==> config.mk <==
export PLATFORM = sky130hd
export DESIGN_NAME = dp_tap_ctrl_flat
export DESIGN_NICKNAME = d
export VERILOG_FILES = /design/src/rtl/dp_tap_ctrl_if.sv /design/src/rtl/dp_tap_ctrl.sv /design/src/flat_wrapper.sv
export SDC_FILE = /design/constraint.sdc
export NUM_CORES = 1
export LEC_CHECK = 0
export BUFFER_PORTS_ARGS = -buffer_cell sky130_fd_sc_hd__buf_2
export CAP_MARGIN = 20
export CORE_ASPECT_RATIO = 0.6
export CORE_MARGIN = 2
export CORE_UTILIZATION = 54
export CTS_CLUSTER_DIAMETER = 60
export DETAILED_ROUTE_END_ITERATION = 6
export HOLD_SLACK_MARGIN = 0.15
export PLACE_DENSITY = 0.75
export SETUP_SLACK_MARGIN = 0.1
export SYNTH_ARGS = -nofsm -noshare
export SYNTH_HDL_FRONTEND = slang
export SYNTH_SLANG_ARGS = --single-unit
==> constraint.sdc <==
create_clock -name iclk -period 1.8 [get_ports iclk]
set_clock_uncertainty 0.15 [all_clocks]
set_input_delay 0.45 -clock iclk [delete_from_list [all_inputs] [get_ports iclk]]
set_output_delay 0.45 -clock iclk [all_outputs]
set_load 0.05 [all_outputs]
==> src/rtl/dp_tap_ctrl_if.sv <==
// JTAG serial port plus boundary-scan cell control bundle for dp_tap_ctrl.
// master = TAP host / cell chain side, slave = the TAP controller itself.
interface dp_tap_ctrl_if #(
    parameter int IR_W = 4
);
    logic            tck_en;
    logic            tms;
    logic            tdi;
    logic            tdo;
    logic            tdo_en;
    logic            bsc_sin;
    logic            bsc_sout;
    logic            shift_dr;
    logic            clk_dr;
    logic            update_dr;
    logic            mode;
    logic [IR_W-1:0] ir_out;

    modport master (
        output tck_en, tms, tdi, bsc_sout,
        input  tdo, tdo_en, bsc_sin, shift_dr, clk_dr, update_dr, mode, ir_out
    );

    modport slave (
        input  tck_en, tms, tdi, bsc_sout,
        output tdo, tdo_en, bsc_sin, shift_dr, clk_dr, update_dr, mode, ir_out
    );
endinterface

==> src/rtl/dp_tap_ctrl.sv <==
// 1149.1-style TAP controller clocked by the system clock. TCK rising edges
// arrive as a one-cycle tck_en strobe; every state element only moves on it.
// Drives a boundary-scan cell chain (shift_dr/clk_dr/update_dr/mode) and
// hosts the IR, BYPASS and IDCODE registers. IDCODE_VAL[0] must be 1.
module dp_tap_ctrl #(
    parameter int          IR_W       = 4,
    parameter logic [31:0] IDCODE_VAL = 32'h1234_5679
) (
    input logic          iclk,
    input logic          resetn,
    dp_tap_ctrl_if.slave tap
);

    typedef enum logic [3:0] {
        TLR, RTI,
        SEL_DR, CAP_DR, SH_DR, EX1_DR, PAUSE_DR, EX2_DR, UPD_DR,
        SEL_IR, CAP_IR, SH_IR, EX1_IR, PAUSE_IR, EX2_IR, UPD_IR
    } tap_state_e;

    localparam logic [IR_W-1:0] IR_EXTEST = '0;
    localparam logic [IR_W-1:0] IR_SAMPLE = IR_W'(1);
    localparam logic [IR_W-1:0] IR_IDCODE = IR_W'(2);

    tap_state_e      state, nxt;
    logic [IR_W-1:0] ir, ir_nxt, ir_sr;
    logic [31:0]     id_sr;
    logic            byp;
    logic            tdo_q, tdo_en_q, shift_dr_q, mode_q;
    logic            ir_bsc, ir_id;

    // EXTEST and SAMPLE/PRELOAD hand the DR path to the external cells.
    function automatic logic is_bsc(input logic [IR_W-1:0] code);
        return (code == IR_EXTEST) || (code == IR_SAMPLE);
    endfunction

    assign ir_bsc = is_bsc(ir);
    assign ir_id  = (ir == IR_IDCODE);

    // Standard 16-state successor selected by tms.
    always_comb begin
        nxt = state;
        unique case (state)
            TLR:      nxt = tap.tms ? TLR    : RTI;
            RTI:      nxt = tap.tms ? SEL_DR : RTI;
            SEL_DR:   nxt = tap.tms ? SEL_IR : CAP_DR;
            CAP_DR:   nxt = tap.tms ? EX1_DR : SH_DR;
            SH_DR:    nxt = tap.tms ? EX1_DR : SH_DR;
            EX1_DR:   nxt = tap.tms ? UPD_DR : PAUSE_DR;
            PAUSE_DR: nxt = tap.tms ? EX2_DR : PAUSE_DR;
            EX2_DR:   nxt = tap.tms ? UPD_DR : SH_DR;
            UPD_DR:   nxt = tap.tms ? SEL_DR : RTI;
            SEL_IR:   nxt = tap.tms ? TLR    : CAP_IR;
            CAP_IR:   nxt = tap.tms ? EX1_IR : SH_IR;
            SH_IR:    nxt = tap.tms ? EX1_IR : SH_IR;
            EX1_IR:   nxt = tap.tms ? UPD_IR : PAUSE_IR;
            PAUSE_IR: nxt = tap.tms ? EX2_IR : PAUSE_IR;
            EX2_IR:   nxt = tap.tms ? UPD_IR : SH_IR;
            UPD_IR:   nxt = tap.tms ? SEL_DR : RTI;
            default:  nxt = TLR;
        endcase
    end

    // Active instruction after this strobe. Forcing IDCODE on the edge that
    // enters TLR (not only while sitting in it) means five tms=1 strobes leave
    // the IR already reset, with no extra strobe needed.
    always_comb begin
        ir_nxt = ir;
        if (state == UPD_IR)
            ir_nxt = ir_sr;
        if (state == TLR || nxt == TLR)
            ir_nxt = IR_IDCODE;
    end

    // TAP FSM, IR/DR shift paths and registered decodes, all gated by tck_en.
    always_ff @(posedge iclk or negedge resetn) begin
        if (!resetn) begin
            state      <= TLR;
            ir         <= IR_IDCODE;
            ir_sr      <= '0;
            id_sr      <= '0;
            byp        <= 1'b0;
            tdo_q      <= 1'b0;
            tdo_en_q   <= 1'b0;
            shift_dr_q <= 1'b0;
            mode_q     <= 1'b0;
        end else if (tap.tck_en) begin
            state      <= nxt;
            ir         <= ir_nxt;
            // Level outputs track the post-edge state/IR so they line up with
            // the registers they describe.
            tdo_en_q   <= (nxt == SH_DR) || (nxt == SH_IR);
            shift_dr_q <= (nxt == SH_DR) && is_bsc(ir_nxt);
            mode_q     <= (ir_nxt == IR_EXTEST);
            case (state)
                CAP_IR: ir_sr <= IR_W'(1);
                SH_IR: begin
                    tdo_q <= ir_sr[0];
                    ir_sr <= {tap.tdi, ir_sr[IR_W-1:1]};
                end
                CAP_DR: begin
                    // Boundary cells capture on their own via clk_dr.
                    if (ir_id)
                        id_sr <= IDCODE_VAL;
                    else if (!ir_bsc)
                        byp <= 1'b0;
                end
                SH_DR: begin
                    if (ir_bsc) begin
                        // Last cell's pre-edge bit; the cells shift on this
                        // same edge through clk_dr.
                        tdo_q <= tap.bsc_sout;
                    end else if (ir_id) begin
                        tdo_q <= id_sr[0];
                        id_sr <= {tap.tdi, id_sr[31:1]};
                    end else begin
                        tdo_q <= byp;
                        byp   <= tap.tdi;
                    end
                end
                default: ;
            endcase
        end
    end

    assign tap.tdo       = tdo_q;
    assign tap.tdo_en    = tdo_en_q;
    assign tap.shift_dr  = shift_dr_q;
    assign tap.mode      = mode_q;
    assign tap.ir_out    = ir;
    assign tap.bsc_sin   = tap.tdi;
    // Strobes are combinational so they sit inside the tck_en cycle itself.
    assign tap.clk_dr    = tap.tck_en && ir_bsc && (state == CAP_DR || state == SH_DR);
    assign tap.update_dr = tap.tck_en && ir_bsc && (state == UPD_DR);

endmodule

==> src/flat_wrapper.sv <==
// flat-port wrapper written by rule: the top's interface ports become plain ports
module dp_tap_ctrl_flat 
#(
    parameter int          IR_W       = 4,
    parameter logic [31:0] IDCODE_VAL = 32'h1234_5679
)
  (iclk, resetn, tap_tck_en, tap_tms, tap_tdi, tap_bsc_sout, tap_tdo, tap_tdo_en, tap_bsc_sin, tap_shift_dr, tap_clk_dr, tap_update_dr, tap_mode, tap_ir_out);
  dp_tap_ctrl_if #(.IR_W(IR_W)) tap_i ();
  input logic iclk;
  input logic resetn;
  input wire logic [$bits(tap_i.tck_en)-1:0] tap_tck_en;
  input wire logic [$bits(tap_i.tms)-1:0] tap_tms;
  input wire logic [$bits(tap_i.tdi)-1:0] tap_tdi;
  input wire logic [$bits(tap_i.bsc_sout)-1:0] tap_bsc_sout;
  output wire logic [$bits(tap_i.tdo)-1:0] tap_tdo;
  output wire logic [$bits(tap_i.tdo_en)-1:0] tap_tdo_en;
  output wire logic [$bits(tap_i.bsc_sin)-1:0] tap_bsc_sin;
  output wire logic [$bits(tap_i.shift_dr)-1:0] tap_shift_dr;
  output wire logic [$bits(tap_i.clk_dr)-1:0] tap_clk_dr;
  output wire logic [$bits(tap_i.update_dr)-1:0] tap_update_dr;
  output wire logic [$bits(tap_i.mode)-1:0] tap_mode;
  output wire logic [$bits(tap_i.ir_out)-1:0] tap_ir_out;
  assign tap_i.tck_en = tap_tck_en;
  assign tap_i.tms = tap_tms;
  assign tap_i.tdi = tap_tdi;
  assign tap_i.bsc_sout = tap_bsc_sout;
  assign tap_tdo = tap_i.tdo;
  assign tap_tdo_en = tap_i.tdo_en;
  assign tap_bsc_sin = tap_i.bsc_sin;
  assign tap_shift_dr = tap_i.shift_dr;
  assign tap_clk_dr = tap_i.clk_dr;
  assign tap_update_dr = tap_i.update_dr;
  assign tap_mode = tap_i.mode;
  assign tap_ir_out = tap_i.ir_out;
  dp_tap_ctrl #(.IR_W(IR_W), .IDCODE_VAL(IDCODE_VAL)) u_core (.iclk(iclk), .resetn(resetn), .tap(tap_i));
endmodule
==> metrics.txt <==
Hold WC Path Type=in -> reg; crit-path cells=or3_4 -> nor3_4 -> buf_6; maximum vdd drop=approximately 1.0 mV; Worst-Margin Slew=around 490 ps; Worst slew margin=about 67%; Buf/Inv on CP=1; crit-path max cell delay=430 ps; delay-heaviest family, CP=simple AND/OR/NAND/NOR gates; FFs w/ async S/R, synth=100%; EDFF count, synth=0; root buffer cell=clkbuf_8; WP data arrival=1530 ps; TritonCTS clock tree=yes; clk slew on worst S/H paths=approximately 90 ps; ANT cells=0; Synth area leader=dfrtp_1; antenna-violating nets left=0; failing checks=setup timing; unrepaired setup endpoints after global routing=yes; Initial Utilization=56.1%; Fin Hold WS=276 ps; Via Count=2,229; core area=4590 µm²; FF+latch count, synth=between 40 and 50; CTS H-tree lvls=2; die area=5350 µm²; remaining global-route overflow=0; YS warnings=0; Worst EP required=about 1200 ps; DRT Wirelength=7010 µm; Buffers on Ports=16; clk_lat worst skew=310 ps; Area contributors post-synth=dfrtp_1, nand2_1, o21ai_2; DP Wirelength=3830 µm; Net count, final=331; most common flop cell mapped by yosys=dfrtp_1; fin. max-slew vios=0; pwr/cell area=1650 nW/µm²; post-synth cell types=44; Num CTS Buffers=5; row count=19; syn avg cell area=9.39 µm²; Die H=about 57 µm; clock sink total=49; initial antenna violation count=0; Worst setup SP type=flop; post-place setup slack=-102 ps; # setup viols final=43; share of layout cells above drive strength 1=51.2%; GRT Util Overall=25.9%; Max FO, Critical Path=4; number of global-route vias before repair=~2.1k; Critical Path Sink Type=output port; Clock Tree Buf Depth=2; Ports=17; leak pwr=between 0.0015 and 0.002 µW; initial DRC count=125; mean number of vias per cell=~5.7; largest net degree at the start of global routing=26; sequential area share after synthesis=between 40% and 50%; first-pass GRT wire length=around 10,000 µm; Power Total=roughly 6200 µW; critical-path cell with the highest stage delay=dfrtp_1; gate count of the mapped netlist=274; status=finished, violations left; Yosys top cell area share=between 40% and 50%; max frequency=469 MHz; area grow syn2layout=46.1%; critical path class=reg -> out; Final Critical Period=2130 ps; post-DR wirelength/cell=18.0 µm; post-route setup slack=-331 ps; DRC viols=0; die width=93.1 µm; most numerous cell in the Yosys netlist=nand2_1; Post-synth top cells=nand2_1, dfrtp_1, o21ai_2, nor2_1; Final Hold Fails=0; Synth Cell Area=between 2000 and 3000 µm²; GP Congestion=0.842; fin crit share=118%; Detailed Routing Iterations Pass 1=4; Mapped Nets=280; max-capacitance violation count=0
## logic make-up after synthesis
kind of cell           after synthesis  synth area share, %
AND/OR/NAND/NOR                    124                 23.7
AO/OA/AOI/OAI                       71                 21.0
flip-flops                          49                 47.7
buffers and inverters               28                 6.81
XOR/XNOR                             1                0.341
multiplexers                         1                0.389
## worst paths after layout
path / startpoint / to / slack, ps / depth (start not counted)
max in group asynchronous: resetn / u_core.id_sr[29] / 500 / 3
min reg2reg: u_core.id_sr[21] / u_core.id_sr[21] / 350 / 2
min in group asynchronous: resetn / u_core.id_sr[19] / 480 / 2
max: u_core.state[2] / tap_update_dr / -330 / 3
min: tap_tdi / u_core.id_sr[31] / 280 / 3
max reg2reg: u_core.state[0] / u_core.tap.ir_out[3] / -270 / 7
## repair_timing
| item | CTS | global route |
|---|---|---|
| buffers inserted | 7 | 4 |
| gates cloned | 6 | 5 |
| pin swaps | 9 | 50 |
| endpoints found under the setup margin | 44 | 52 |
| endpoints found under the hold margin | 15 | 0 |
| resized for setup | 39 | 88 |
| hold buffers | 1 | 0 |
## placed cells by master (no fill, tap or decap), drive strengths merged, types with 2 or more instances in the layout
cell      n
a32o      3
o211ai    2
a21oi     9
nor4b     5
nor3b     2
nand2    67
nor2b     6
and2      2
a22o      2
inv       6
a31oi     2
or3       3
buf      59
nor3      2
nand4     4
or2       2
nand2b    3
dfrtp    48
nor2     19
clkbuf   12
o22ai     2
nand3     4
o2bb2ai   2
o21ai    43
o31ai     2
## flip-flops by register name, indices dropped and copies added, names as in the netlist
register / count
u_core.id_sr: 32
u_core.ir_sr: 4
u_core.state: 4
u_core.tap.ir_out: 4
u_core.byp: 1
u_core.tap.mode: 1
u_core.tap.shift_dr: 1
u_core.tap.tdo: 1
u_core.tap.tdo_en: 1
## final cells by class
cell class	count	area, µm²
multi-input combinational	197	1530
inverter	6	22.5
clock buffer	6	82.6
fill	275	831
timing repair buffer	66	774
clock inverter	2	37.5
sequential	49	1230
tap	63	78.8
## power by group
group / switching (µW) / internal, µW
clock network: 385 / 452
registers: 408 / 1480
logic: 1770 / 1700
total: 2560 / 3630
## metrics by stage
stage	TNS [ps]	util [%]	area (µm²)	std cells
finish	-4330	81.9	3760	389
global route	-7010	81.9	3760	389
CTS	-2950	72.3	3320	381
detailed placement	-382	62.4	2860	360
global placement	-130	62.4	2860	360
floorplan	-3290	-	2620	274
## tightest hold or removal path, stage by stage
cell	delay [ps]
buf_2	130
nand2_4	70
o21ai_2	50
## routing by layer
metal / wire (µm) / up-vias / track usage [%]
met2: 3290 / 50 / 38.9
met3: 322 / 13 / 4.89
met4: 110 / 0 / 7.56
met1: 3290 / 1119 / 38.7
li1: - / 1047 / -
met5: 0 / - / 0
Note: power is estimated with default switching activity, not from simulation.
